## src/rtl/sq_pkg.sv

```systemverilog
// Shared types and defaults for the Sq (mod 2^LOGQ) arithmetic blocks.
package sq_pkg;

    localparam int unsigned LOGQ_DEFAULT = 13;
    localparam int unsigned HRSS_N       = 701;

    typedef logic [LOGQ_DEFAULT-1:0] coeff_t;

    typedef enum logic [1:0] {
        IDLE,
        ACCUM,
        DRAIN,
        DONE
    } mac_state_e;

endpackage

```

## src/rtl/sq_mac_lane.sv

```systemverilog
// One MAC lane: stage-1 product register, stage-2 accumulator mod 2^LOGQ.
module sq_mac_lane
    import sq_pkg::*;
#(
    parameter int unsigned LOGQ = LOGQ_DEFAULT
) (
    input  logic            clk,
    input  logic            rst,
    input  logic            clr,
    input  logic            load,
    input  logic            apply,
    input  logic [LOGQ-1:0] a,
    input  logic [LOGQ-1:0] b,
    input  logic            sub,
    output logic [LOGQ-1:0] acc
);

    logic [LOGQ-1:0] prod;
    logic            s1_sub;

    // The LOGQ-bit assignment context keeps only the low bits of a*b.
    always_ff @(posedge clk) begin
        if (!rst) begin
            prod   <= '0;
            s1_sub <= 1'b0;
            acc    <= '0;
        end else begin
            if (load) begin
                prod   <= a * b;
                s1_sub <= sub;
            end
            if (clr) begin
                acc <= '0;
            end else if (apply) begin
                acc <= s1_sub ? acc - prod : acc + prod;
            end
        end
    end

endmodule

```

## src/rtl/sq_mac_array.sv

```systemverilog
// Multi-lane multiply-accumulate engine over Z_(2^LOGQ): start/len job control,
// broadcast operand handshake, two-stage lane pipeline and result handshake.
module sq_mac_array
    import sq_pkg::*;
#(
    parameter  int unsigned LOGQ    = LOGQ_DEFAULT,
    parameter  int unsigned LANES   = 4,
    parameter  int unsigned MAX_LEN = HRSS_N,
    localparam int unsigned CW      = $clog2(MAX_LEN + 1)
) (
    input  logic                  clk,
    input  logic                  rst,
    input  logic                  start,
    input  logic [CW-1:0]         cfg_len,
    output logic                  busy,
    input  logic                  in_valid,
    output logic                  in_ready,
    input  logic [LOGQ-1:0]       in_a,
    input  logic [LANES*LOGQ-1:0] in_b,
    input  logic                  in_sub,
    output logic                  out_valid,
    input  logic                  out_ready,
    output logic [LANES*LOGQ-1:0] out_acc
);

    mac_state_e    state_q, state_d;
    logic [CW-1:0] len_q;
    logic [CW-1:0] cnt_q;
    logic [CW-1:0] len_clamped;
    logic          s1_valid;
    logic          start_ok;
    logic          accept;
    logic          last_beat;

    assign len_clamped = (cfg_len > CW'(MAX_LEN)) ? CW'(MAX_LEN) : cfg_len;
    assign start_ok    = (state_q == IDLE) && start;
    assign accept      = (state_q == ACCUM) && in_valid;
    assign last_beat   = accept && ((cnt_q + CW'(1)) == len_q);

    assign busy      = (state_q != IDLE);
    assign in_ready  = (state_q == ACCUM);
    assign out_valid = (state_q == DONE);

    always_comb begin
        state_d = state_q;
        unique case (state_q)
            IDLE:  if (start) state_d = (len_clamped == '0) ? DONE : ACCUM;
            ACCUM: if (last_beat) state_d = DRAIN;
            DRAIN: if (!s1_valid) state_d = DONE;
            DONE:  if (out_ready) state_d = IDLE;
            default: state_d = IDLE;
        endcase
    end

    always_ff @(posedge clk) begin
        if (!rst) begin
            state_q  <= IDLE;
            len_q    <= '0;
            cnt_q    <= '0;
            s1_valid <= 1'b0;
        end else begin
            state_q  <= state_d;
            s1_valid <= accept;
            if (start_ok) begin
                len_q <= len_clamped;
                cnt_q <= '0;
            end else if (accept) begin
                cnt_q <= cnt_q + CW'(1);
            end
        end
    end

    for (genvar l = 0; l < LANES; l++) begin : g_lane
        sq_mac_lane #(
            .LOGQ(LOGQ)
        ) u_lane (
            .clk  (clk),
            .rst  (rst),
            .clr  (start_ok),
            .load (accept),
            .apply(s1_valid),
            .a    (in_a),
            .b    (in_b[l*LOGQ +: LOGQ]),
            .sub  (in_sub),
            .acc  (out_acc[l*LOGQ +: LOGQ])
        );
    end

endmodule

```

## config.mk

```make
export PLATFORM = sky130hd
export DESIGN_NAME = sq_mac_array
export DESIGN_NICKNAME = d
export VERILOG_FILES = /design/src/rtl/sq_pkg.sv /design/src/rtl/sq_mac_lane.sv /design/src/rtl/sq_mac_array.sv
export SDC_FILE = /design/constraint.sdc
export NUM_CORES = 1
export LEC_CHECK = 0
export ABC_CLOCK_PERIOD_IN_PS = 16950
export CAP_MARGIN = 10
export CORE_MARGIN = 5
export CORE_UTILIZATION = 30
export DETAILED_ROUTE_END_ITERATION = 10
export GPL_TIMING_DRIVEN = 0
export PLACE_DENSITY = 0.47
export SLEW_MARGIN = 40
export SYNTH_ARGS = -nofsm -noshare
export SYNTH_HDL_FRONTEND = slang
export SYNTH_HIERARCHICAL = 1
export SYNTH_SLANG_ARGS = --single-unit
```

## constraint.sdc

```tcl
create_clock -name clk -period 16.95 [get_ports clk]
set_input_delay 5.085 -clock clk [delete_from_list [all_inputs] [get_ports clk]]
set_output_delay 5.085 -clock clk [all_outputs]
set_load 0.005 [all_outputs]
```

==> results of run 1 <==
==> cells by family after synthesis <==
logic type / Yosys count
AO/OA/AOI/OAI: 285
buffers and inverters: 432
adder cells (fa/ha/maj): 390
AND/OR/NAND/NOR: 721
multiplexers: 60
XOR/XNOR: 194
flip-flops: 131
==> routing by layer <==
| layer | GRT usage, % | wire length, µm | up-vias |
|---|---|---|---|
| li1 | - | - | 7364 |
| met1 | 20.46 | 23370 | 7207 |
| met2 | 25.27 | 23270 | 238 |
| met3 | 2.510 | 1952 | 36 |
| met4 | 3.534 | 686 | 6 |
| met5 | 0 | 31 | - |
==> report_power, final <==
group	total (mW)	internal (mW)	leakage [nW]	switching [mW]
clock	0.378	0.221	0.275	0.157
combinational	2.23	1.03	7.79	1.20
sequential	0.424	0.360	1.06	0.0645
==> layout by cell type, fill, tap and decap left out, types with 7 or more instances in the layout <==
cell type and n:
nor2_1 117, a21o_1 22, dfxtp_1 130, clkbuf_16 17
o21bai_1 11, a41oi_1 12, nor3_1 31, o21a_1 10
o21ai_1 13, ha_1 194, fa_1 196, buf_2 17
xor2_1 38, clkbuf_1 54, buf_1 7, a31oi_1 12
nor4_1 14, a21oi_1 88, a211oi_1 17, inv_1 349
nand2b_1 20, and2_1 126, clkdlybuf4s50_1 114, nand2_1 285
nand3_1 26, o21ai_0 51, mux2i_1 60, nor2b_1 53
xnor2_1 151
==> Yosys cell counts, types with 38 or more instances <==
library cell,count
fa_1,196
clkbuf_1,54
nand2_1,285
xor2_1,38
dfxtp_1,131
nor2b_1,53
xnor2_1,151
o21ai_0,51
inv_1,349
ha_1,194
mux2i_1,60
nor2_1,117
and2_1,126
a21oi_1,88
==> critical path, stage by stage <==
cell	delay, ns
clkdlybuf4s50_1	0.82
clkbuf_1	0.46
nand2_1	0.15
fa_1	0.45
fa_1	0.54
inv_1	0.05
fa_1	0.46
fa_1	0.55
inv_1	0.05
fa_1	0.42
xor2_1	0.16
xnor2_1	0.24
xnor2_1	0.16
xnor3_1	0.42
xnor2_1	0.31
xnor2_1	0.18
a21oi_1	0.09
==> sequential cells by signal, indices dropped and copies added, names as in the netlist <==
register / flops
g_lane.u_lane/prod: 52
s1_valid: 1
state_q: 2
cnt_q: 10
g_lane.u_lane/acc: 52
g_lane.u_lane/s1_sub: 4
len_q: 10
==> worst paths after layout <==
| path | startpoint | cells past startpoint | endpoint |
|---|---|---|---|
| worst min register to register | g_lane[0].u_lane/acc[12] | 2 | g_lane[0].u_lane/acc[12] |
| worst max register to register | g_lane[1].u_lane/prod[0] | 12 | g_lane[1].u_lane/acc[11] |
| worst min-delay path | g_lane[0].u_lane/acc[12] | 2 | g_lane[0].u_lane/acc[12] |
| worst max-delay path | in_a[2] | 17 | g_lane[0].u_lane/prod[12] |
==> area by class of cell <==
class	count	area, µm²
multi-input combinational	1650	14050
inverter	352	1321
buffer	80	351.6
antenna	2	5.005
clock inverter	14	155.1
fill	6331	39320
timing repair buffer	122	1226
clock buffer	18	439.2
tap	782	978.4
sequential	131	2624
==> out/metrics.csv, run 1 <==
metric;value;unit
outcome;finished, final reports clean;
path_clk_slew;0.06;ns
grt_use_total;15.09;%
die_w;257.3;µm
synth-compound-area-share;9.987;%
holdWs;0.4793;ns
setup.worst_path.start_class;input port;
finClkSkew;0.01116;ns
total_power;3.028;mW
worstHoldPathType;reg2reg;
post_cts_buffers;0;
fin_ws;6.641;ns
p_per_area;143.1;mW/mm²
post-place-ws;5.842;ns
io_pins;136;
synth_ff_type;dfxtp_1;
htree_levels;4;
grt_max_degree;25;
netlist_area;0.01834;mm²
first_global_vias;15351;
final_net_count;2825;
max-cap-violations;0;
yosys.area_share.simple;19.09;%
yosys_warnings;6;
port_buffers;120;
grt_pass1_wl;81.17;mm
finalSetupTns;0;ns
drt_wl_total;49.31;mm
synth_fa_ha_area_share;34.63;%
gp_congestion;0.8242;
die_y;257.3;µm
ys_ff_latch;131;
rows;90;
power_leakage;9.127;nW
crit_required;17.27;ns
vias;14851;
core;0.06047;mm²
async_reset_ff_share;0;%
fin_cells;3151;
drtIter0Drc;576;
syn_area_per_cell;8.288;µm²
setup_viol_count_final;0;
critPathKind;in2reg;
avgRoutedWirePerCell;15.65;µm
grt-ovfl-total;0;
clock-root-buffer;clkbuf_16;
maxSlewViolCount;0;
clkSinkCount;131;
crit_arrival;10.63;ns
dpl_cell_area;0.02055;mm²
cts_tree;yes;
area_growth_syn_to_layout;15.33;%
start_util;30.33;%
design_area;0.02115;mm²
placed_cells;3117;
die-area;0.06618;mm²
synth_top_area_share;21.39;%
numCtsBuffers;17;
synth_nets;2684;
synth-edff-count;0;
ant_nets;0;
synthCells;2213;
max-vdd-ir-drop;70.43;µV
ys_types;69;
antenna_found_initial;7;
synthXorXnorAreaFrac;9.605;%
relSlewSlack;44.99;%
hold_violations;0;
dr.pass1.iters;5;
rsz0062_at_grt;false;
synth_top_family_by_area;adder cells;
synth.area.top_cells;fa_1 21%, dfxtp_1 14%, ha_1 13%;
r2r_slack;13.69;ns
worstSkewPairLatency;0.46;ns
cts-resized-gates;0;
worst_pin_slew;0.8138;ns
holdBufCountCts;0;
viasPerCell;4.713;
drc;0;
place_hpwl;39.74;mm
clock.fmax;0.09700;GHz
clk_path_buf_depth;2;
end_kind;register;
drive_gt1_share;3.591;%
utilization;34.98;%
yosysTopAreaCell;fa_1;
fin_crit;10.31;ns
ys_seq_area_share;14.30;%
fin_crit_sh;60.82;%
muxShareOfSynthArea;3.274;%
cp_max_fo;10;
Note: power is estimated with default switching activity, not from simulation.
==> inputs of run 2 (changes only) <==
--- a/config.mk
+++ b/config.mk
@@ -5,7 +5,7 @@
 export SDC_FILE = /design/constraint.sdc
 export NUM_CORES = 1
 export LEC_CHECK = 0
-export ABC_CLOCK_PERIOD_IN_PS = 16950
+export ABC_CLOCK_PERIOD_IN_PS = 10590
 export CAP_MARGIN = 10
 export CORE_MARGIN = 5
 export CORE_UTILIZATION = 30
==> constraint.sdc (replaced) <==
create_clock -name clk -period 10.59 [get_ports clk]
set_input_delay 3.177 -clock clk [delete_from_list [all_inputs] [get_ports clk]]
set_output_delay 3.177 -clock clk [all_outputs]
set_load 0.005 [all_outputs]
==> results of run 2 <==
Same layout as run 1 (identical final DEF). Status: finished, final reports clean.
Among the figures that moved: setup slack after placement 5.842 ns -> 1.390 ns; setup slack after layout 6.641 ns -> 2.189 ns; register-to-register setup slack 13.69 ns -> 7.33 ns; total power 3.028 mW -> 4.846 mW; worst IR drop on VDD 70.43 µV -> 112.7 µV
